`src/rtl/alu_op_sequencer.sv`:
```
// alu_op_sequencer
//   Command-level controller wrapped around a combinational ALU. A command
//   (op, a, b, flag, rep) is accepted in IDLE. The ALU is then driven for
//   one or more cycles, with the result fed back as operand A. The final
//   result is returned on a valid/ready response channel.
//
//   INC/DEC/LSH/RSH repeat rep+1 times. For shifts, the ALU flag output is
//   chained into the next iteration's flag input. An illegal op code
//   produces an error response one edge after accept.
//
// Optional feature macro: ALU_SEQ_PERF_EN
//   When defined, adds perf_ops[15:0], a saturating count of completed
//   response handshakes. Error responses are included in the count.
//
// Ports
//   clk, rst_n          clock (rising edge), asynchronous active-low reset
//   cmd_valid/ready     command handshake; ready only in IDLE
//   cmd_op/a/b/flag/rep command fields
//   alu_a/b/flagin/ctrl drive the ALU; all zero outside EXEC
//   alu_result/flags    ALU outputs
//   rsp_valid/ready     response handshake
//   rsp_result/flag/err response fields; all zero outside DONE
//   perf_ops            (ALU_SEQ_PERF_EN only) handshake counter
module alu_op_sequencer #(
  parameter int ancho = 4,
  parameter int REP_W = 3
) (
  input  logic             clk,
  input  logic             rst_n,
  input  logic             cmd_valid,
  output logic             cmd_ready,
  input  logic [3:0]       cmd_op,
  input  logic [ancho-1:0] cmd_a,
  input  logic [ancho-1:0] cmd_b,
  input  logic             cmd_flag,
  input  logic [REP_W-1:0] cmd_rep,
  output logic [ancho-1:0] alu_a,
  output logic [ancho-1:0] alu_b,
  output logic             alu_flagin,
  output logic [3:0]       alu_ctrl,
  input  logic [ancho-1:0] alu_result,
  input  logic             alu_flags,
  output logic             rsp_valid,
  input  logic             rsp_ready,
  output logic [ancho-1:0] rsp_result,
  output logic             rsp_flag,
  output logic             rsp_err
`ifdef ALU_SEQ_PERF_EN
  ,
  output logic [15:0]      perf_ops
`endif
);

  localparam logic [1:0] IDLE = 2'd0;
  localparam logic [1:0] EXEC = 2'd1;
  localparam logic [1:0] DONE = 2'd2;

  logic [1:0]       state_reg;
  logic [3:0]       op_reg;
  logic [ancho-1:0] acc_reg;
  logic [ancho-1:0] b_reg;
  logic             fl_reg;
  logic [REP_W-1:0] iter_reg;
  logic             err_reg;

  // Per-opcode decode tables: legal ops, and ops that honour cmd_rep.
  logic [15:0] legal_mask;
  logic [15:0] rep_mask;
  logic [15:0] shift_mask;

  for (genvar gi = 0; gi < 16; gi++) begin : g_op_decode
    assign legal_mask[gi] = (gi == 0) || (gi == 1) || (gi == 3) || (gi == 4) ||
                            (gi == 5) || (gi == 7) || (gi == 8) || (gi == 9);
    assign rep_mask[gi]   = (gi == 3) || (gi == 4) || (gi == 8) || (gi == 9);
    assign shift_mask[gi] = (gi == 8) || (gi == 9);
  end

  logic in_idle, in_exec, in_done;
  logic op_is_shift;

  assign in_idle     = (state_reg == IDLE);
  assign in_exec     = (state_reg == EXEC);
  assign in_done     = (state_reg == DONE);
  assign op_is_shift = shift_mask[op_reg];

  assign cmd_ready  = in_idle;
  assign alu_ctrl   = in_exec ? op_reg  : 4'h0;
  assign alu_a      = in_exec ? acc_reg : '0;
  assign alu_b      = in_exec ? b_reg   : '0;
  assign alu_flagin = in_exec & fl_reg;

  assign rsp_valid  = in_done;
  assign rsp_result = in_done ? acc_reg : '0;
  // fl_reg still holds the command's flag for non-shift ops, so mask it here.
  assign rsp_flag   = in_done & op_is_shift & fl_reg;
  assign rsp_err    = in_done & err_reg;

  always_ff @(posedge clk or negedge rst_n) begin
    if (!rst_n) begin
      state_reg <= IDLE;
      op_reg    <= 4'h0;
      acc_reg   <= '0;
      b_reg     <= '0;
      fl_reg    <= 1'b0;
      iter_reg  <= '0;
      err_reg   <= 1'b0;
    end else begin
      case (state_reg)
        IDLE: begin
          if (cmd_valid) begin
            op_reg <= cmd_op;
            b_reg  <= cmd_b;
            if (legal_mask[cmd_op]) begin
              acc_reg   <= cmd_a;
              fl_reg    <= cmd_flag;
              iter_reg  <= rep_mask[cmd_op] ? cmd_rep : '0;
              err_reg   <= 1'b0;
              state_reg <= EXEC;
            end else begin
              // Error response carries a zero result and zero flag.
              acc_reg   <= '0;
              fl_reg    <= 1'b0;
              iter_reg  <= '0;
              err_reg   <= 1'b1;
              state_reg <= DONE;
            end
          end
        end
        EXEC: begin
          acc_reg <= alu_result;
          if (op_is_shift) begin
            fl_reg <= alu_flags;
          end
          if (iter_reg == '0) begin
            state_reg <= DONE;
          end else begin
            iter_reg <= iter_reg - 1'b1;
          end
        end
        DONE: begin
          if (rsp_ready) begin
            state_reg <= IDLE;
          end
        end
        default: state_reg <= IDLE;
      endcase
    end
  end

`ifdef ALU_SEQ_PERF_EN
  logic [15:0] perf_reg;

  always_ff @(posedge clk or negedge rst_n) begin
    if (!rst_n) begin
      perf_reg <= 16'h0000;
    end else if (in_done && rsp_ready && (perf_reg != 16'hFFFF)) begin
      perf_reg <= perf_reg + 16'h0001;
    end
  end

  assign perf_ops = perf_reg;
`endif

endmodule

```
`config.mk`:
```
export PLATFORM = sky130hd
export DESIGN_NAME = alu_op_sequencer
export DESIGN_NICKNAME = d
export VERILOG_FILES = /design/src/rtl/alu_op_sequencer.sv
export SDC_FILE = /design/constraint.sdc
export NUM_CORES = 1
export LEC_CHECK = 0
export CORE_MARGIN = 10
export CORE_UTILIZATION = 35
export CTS_BUF_LIST = sky130_fd_sc_hd__clkbuf_16
export CTS_CLUSTER_DIAMETER = 30
export CTS_CLUSTER_SIZE = 25
export DETAILED_ROUTE_END_ITERATION = 16
export GPL_TIMING_DRIVEN = 0
export PLACE_DENSITY_LB_ADDON = 0.12
export SYNTH_ARGS = -nofsm -noshare
export SYNTH_HDL_FRONTEND = slang
export SYNTH_SLANG_ARGS = --single-unit
export TNS_END_PERCENT = 10
```
`constraint.sdc`:
```
create_clock -name clk -period 1.8 [get_ports clk]
set_input_delay 0.18 -clock clk [delete_from_list [all_inputs] [get_ports clk]]
set_output_delay 0.18 -clock clk [all_outputs]
set_load 0.03 [all_outputs]
```
* Word level (Yosys, flattened, before mapping)
Memories as Yosys holds them, arrays and structs flattened.
Index checks and enable logic that the tools add are counted.
** Word-level totals
- Memories :: 3
- Bits in registers :: 19
- Bits in read-only memories :: 48
- Memory bits (writable) :: 0
- Word-level logic and storage cells :: 57
- Latch bits :: 0
- Input port bits :: 25
** Memory list
- (name not given) :: depth 16, bits a word 1, rd ports 1, clocked after Yosys merged registers in 0, write ports 0, line 116 : iter_reg <= rep_mask[cmd_op] ? cmd_rep : '0;
- (name not given) :: depth 16, bits a word 1, rd ports 1, clocked after Yosys merged registers in 0, write ports 0, line 113 : if (legal_mask[cmd_op]) begin
- (name not given) :: depth 16, bits a word 1, rd ports 1, clocked after Yosys merged registers in 0, write ports 0, line 84 : assign op_is_shift = shift_mask[op_reg];
** Cells by class
- Magnitude comparators :: 2
- Reductions and logical operators :: 8
- Muxes and demuxes :: 25
- Divide/modulo/power cells :: 0
- Shift operators :: 0
- Bitwise operators :: 4
- $mul :: 0
- Add/sub/neg operators :: 1
- Equality and inequality tests :: 7
** Operators with widths (number)
- two-way mux 4 bit :: 6
- two-way mux 3 bit :: 4
- less-than comparator 4 x 5 -> 1 bit, second input constant :: 2
- AND reduction 3 bit :: 3
- two-way mux 2 bit :: 4
- case mux 4 bit (2 select lines) :: 1
- two-way mux 1 bit :: 7
- inequality test 2 bit, second input constant :: 3
- case mux 2 bit (3 select lines) :: 1
- case mux 3 bit (2 select lines) :: 1
- bitwise AND 1 bit :: 4
- inequality test 2 x 1 -> 1 bit, second input constant :: 2
- AND reduction 2 bit :: 2
- zero test 3 bit :: 1
- subtractor 3 x 1 -> 3 bit, second input constant :: 1
- equality test 2 x 1 -> 1 bit, second input constant :: 1
- equality test 2 bit, second input constant :: 1
- zero test 2 bit :: 1
- case mux 1 bit (2 select lines) :: 1
- nonzero test 2 bit :: 1

* Logic depth before layout (Yosys ltp)
- Depth after elaboration :: 6
- Depth in mapped cells :: 6
- Mapped depth without buffers :: 6

* Least setup slack after synthesis
No wires, ideal clock.
- Path kind :: register to output
- Start point :: reg state_reg[0]
- End point :: out rsp_flag
- Setup slack :: 0.239 ns
- Cell stages (with the launch flop) :: 4
- Required time :: 1.620 ns
- Arrival :: 1.381 ns
- Path through :: dfrtp_1 -> nor2b_1 -> clkbuf_1 -> and4_1
** Between the ends
- Word-level cells in the longest chain between the ends :: 3
** Ends and longest elaborated chain
- start: declaration :: line 58 : logic [1:0] state_reg;
- start signal: assignment :: line 100 : state_reg <= IDLE;
- start signal: assignment :: line 118 : state_reg <= EXEC;
- start signal: assignment :: line 125 : state_reg <= DONE;
- equality test 2 bit :: line 83 : assign in_done = (state_reg == DONE);
- net rsp_valid :: line 43 : output logic rsp_valid,
- bitwise AND 1 bit (2 in a row) :: line 95 : assign rsp_flag = in_done & op_is_shift & fl_reg;
- end: declaration :: line 46 : output logic rsp_flag,
The timed path passes the listed nets, and every way through them passes these cells.

* Worst setup path after layout
- Start point :: reg state_reg[0]
- End point :: out alu_b[2]
** Between the ends
- Word-level cells in the longest chain between the ends :: 2
** Ends and longest elaborated chain
- equality test 2 x 1 -> 1 bit :: line 82 : assign in_exec = (state_reg == EXEC);
- two-way mux 4 bit :: line 89 : assign alu_b = in_exec ? b_reg : '0;
- end: declaration :: line 38 : output logic [ancho-1:0] alu_b,
Every way passes these cells.

==> results_dict.tcl <==
set metrics [dict create \
    outcome "finished clean" \
    skew_ps 2.90 \
    cts_tree "built" \
    hp-class "in -> async" \
    clk_pin_slew_worst_paths_ps 60 \
    cp_cell_sequence "and2b_2 > clkbuf_4 > and2_1 > clkdlybuf4s15_2" \
    vias_per_cell 5.02 \
    crit_type "reg -> out" \
    cts_hold_buf 0 \
    clk_path_buf_depth 2 \
    ys_ff_latch 19 \
    yosysWarningCount 0 \
    leakage_nw 0.736 \
    synth.avg_cell_area_sq_um 10.1 \
    r2r_cells 6 \
    cts_buffers 3 \
    die_area_sq_mm 0.00602 \
    rows 20 \
    place_ws_ps -315 \
    cap_violations 0 \
    hold_viol 0 \
    ctsRootBufferMaster "clkbuf_16" \
    p_clk_frac 0.156 \
    grt_pass1_vias 1104 \
    routedWlPerCell_um 16.0 \
    power_frac_seq 0.272 \
    worst_setup_path_end_kind "output pin" \
    core_sq_mm 0.00310 \
    max_freq_ghz 0.568 \
    ios 46 \
    cts_setup_buffers 0 \
    worstPathRequired_ps 1620 \
    fin_total_pwr_mw 2.95 \
    synth_top_cell_by_area "dfrtp_1" \
    worstSetupStartpointType "register" \
    die_x_um 77.6 \
    portBuffers 45 \
    grt_max_degree 20 \
    firstDrtPassIters 3 \
    ys_types 34 \
    drv_slew 0 \
    cts-resized-gates 50 \
    die_y_um 77.6 \
    p_sw_mw 1.26 \
    final_util 0.553 \
    vias 1044 \
    layout_commonest_cell "clkdlybuf4s50_1" \
    seq_area_sq_um 478 \
    syn_nets 142 \
    layout_common_cells "clkdlybuf4s50_1 (24), and2_1 (18), dfrtp_1 (17)" \
    syn2layout_area_growth_pct 48.0 \
    synthArstFlopShare 1.00 \
    tns_ps 0 \
    routed_wl_mm 3.32 \
    diodes 0 \
    synth_top_area_frac 0.410 \
    synth-edff-count 0 \
    drc 0 \
    worst_pin_slew_ps 919 \
    max_slew_margin 0.385 \
    period_needed_ps 1760 \
    drt_iter0_markers 26 \
    clk_latency_ps 250 \
    post-dp-hpwl_mm 2.62 \
    gp_congestion 0.819 \
    seq_area_frac_synth 0.410 \
    swShare 0.427 \
    antenna_found_initial 0 \
    worstReg2RegStart "iter_reg[0]$_DFFE_PN0P_" \
    power.density_mw_per_mm2 1720 \
    drive_above_1_share 0.244 \
    slowest_delay_ps 460 \
    nets 192 \
    clock_sinks 19 \
    grt_util_all_layers 0.111 \
    period_share 0.977 \
    path_max_fanout 10 \
    setup-violations-final 0 \
    grt_setup_unrepaired "yes" \
    cts_max_level 1 \
    r2r_slack_ps 240 \
    arrival_ps 1580 \
    multi_input_area_sq_um 621 \
    syn-cell-area_sq_mm 0.00116 \
    ir_worst_vdd_mv 0.649 \
    share_comb_of_total_power 0.572 \
    critPathSlowestCell "dfrtp_2" \
    fin_ws_ps 40.8 \
    antenna_left 0 \
    grt_overflow 0 \
    synthFlopType "dfrtp_1" \
    fillers 321 \
    ys_top_cells_by_area "dfrtp_1 (41%), and2_1 (9.7%), mux2_2 (7.8%)" \
    synth_cells 115 \
    start_util 0.374 \
    timing.rr.end "iter_reg[0]$_DFFE_PN0P_" \
    p_int_mw 1.69 \
    grt_pass1_wl_mm 5.48 \
]
cells by family (layout without fill, tap and decap cells):
family                   count (synthesis)  after routing  share of synthesized area
AND/OR/NAND/NOR                         41             41                      0.234
AO/OA/AOI/OAI                           32             32                      0.201
flip-flops                              19             19                      0.410
buffers and inverters                   13             62                     0.0561
multiplexers                             8              8                     0.0777
adder cells (fa/ha/maj)                  2              2                     0.0216
per-layer routing:
metal  global-route usage  up-vias  wire (um)  part of all wire
met5                    0        -          0                 0
met4               0.0383        0         29            0.0087
met3               0.0311        4        131             0.039
met2                0.193       32       1600              0.48
met1                0.127      496       1560              0.47
li1                     -      512          -                 -
Yosys cell counts, types with 2 or more instances:
cell      instances
nand2b_1          4
o211ai_1          5
inv_1             6
dfrtp_1          19
and2_1           18
a221oi_1          4
a21oi_1           8
o21ai_0           2
buf_4             2
ha_1              2
nor3b_1           2
nor2_1            6
nor2b_1           2
nand2_1           2
o311ai_1          3
mux2_2            8
a22oi_1           3
clkbuf_1          3
area by class of cell:
type	count	share of cell area
buffer	7	0.0277
timing repair buffer	45	0.241
sequential	19	0.278
inverter	6	0.0131
clock inverter	1	0.00292
clock buffer	3	0.0437
multi-input combinational	83	0.362
tap	44	0.0321
through the flow:
stage          cell area, sq um  cells  hold slack [ps]
6_report                   1720    208              446
5_1_grt                    1720    208              514
3_3_place_gp               1670    204              471
4_1_cts                    1750    208              473
3_5_place_dp               1670    204              479
2_1_floorplan              1160    115             -116
worst max-delay path by stage:
| stage | from | endpoint | slack [ps] | depth (start not counted) |
|---|---|---|---|---|
| after floorplan | state_reg[0]$_DFFE_PN0P_ | rsp_flag | 240 | 3 |
| after global placement | state_reg[0]$_DFFE_PN0P_ | alu_ctrl[2] | -310 | 4 |
| after detailed placement | state_reg[1]$_DFFE_PN0P_ | alu_ctrl[2] | -310 | 4 |
| after CTS | state_reg[1]$_DFFE_PN0P_ | alu_ctrl[2] | 6 | 4 |
| after global routing | state_reg[1]$_DFFE_PN0P_ | alu_a[2] | -30 | 4 |
| final | state_reg[0]$_DFFE_PN0P_ | alu_b[2] | 40 | 4 |
power by group through the flow:
stage / Clock, mW / Sequential [mW] / Combinational (mW)
floorplan: 0 / 0.756 / 1.22
global placement: 0 / 0.796 / 1.78
detailed placement: 0 / 0.811 / 1.82
CTS: 0.472 / 0.806 / 1.75
global route: 0.497 / 0.840 / 1.85
finish: 0.461 / 0.805 / 1.69
worst max-delay path: cells and delay by family (launching register included):
family,cells,cell delay [ps]
AND/OR/NAND/NOR,2,410
flip-flops,1,460
buffers and inverters,2,460
(Power assumes the default switching activity.)
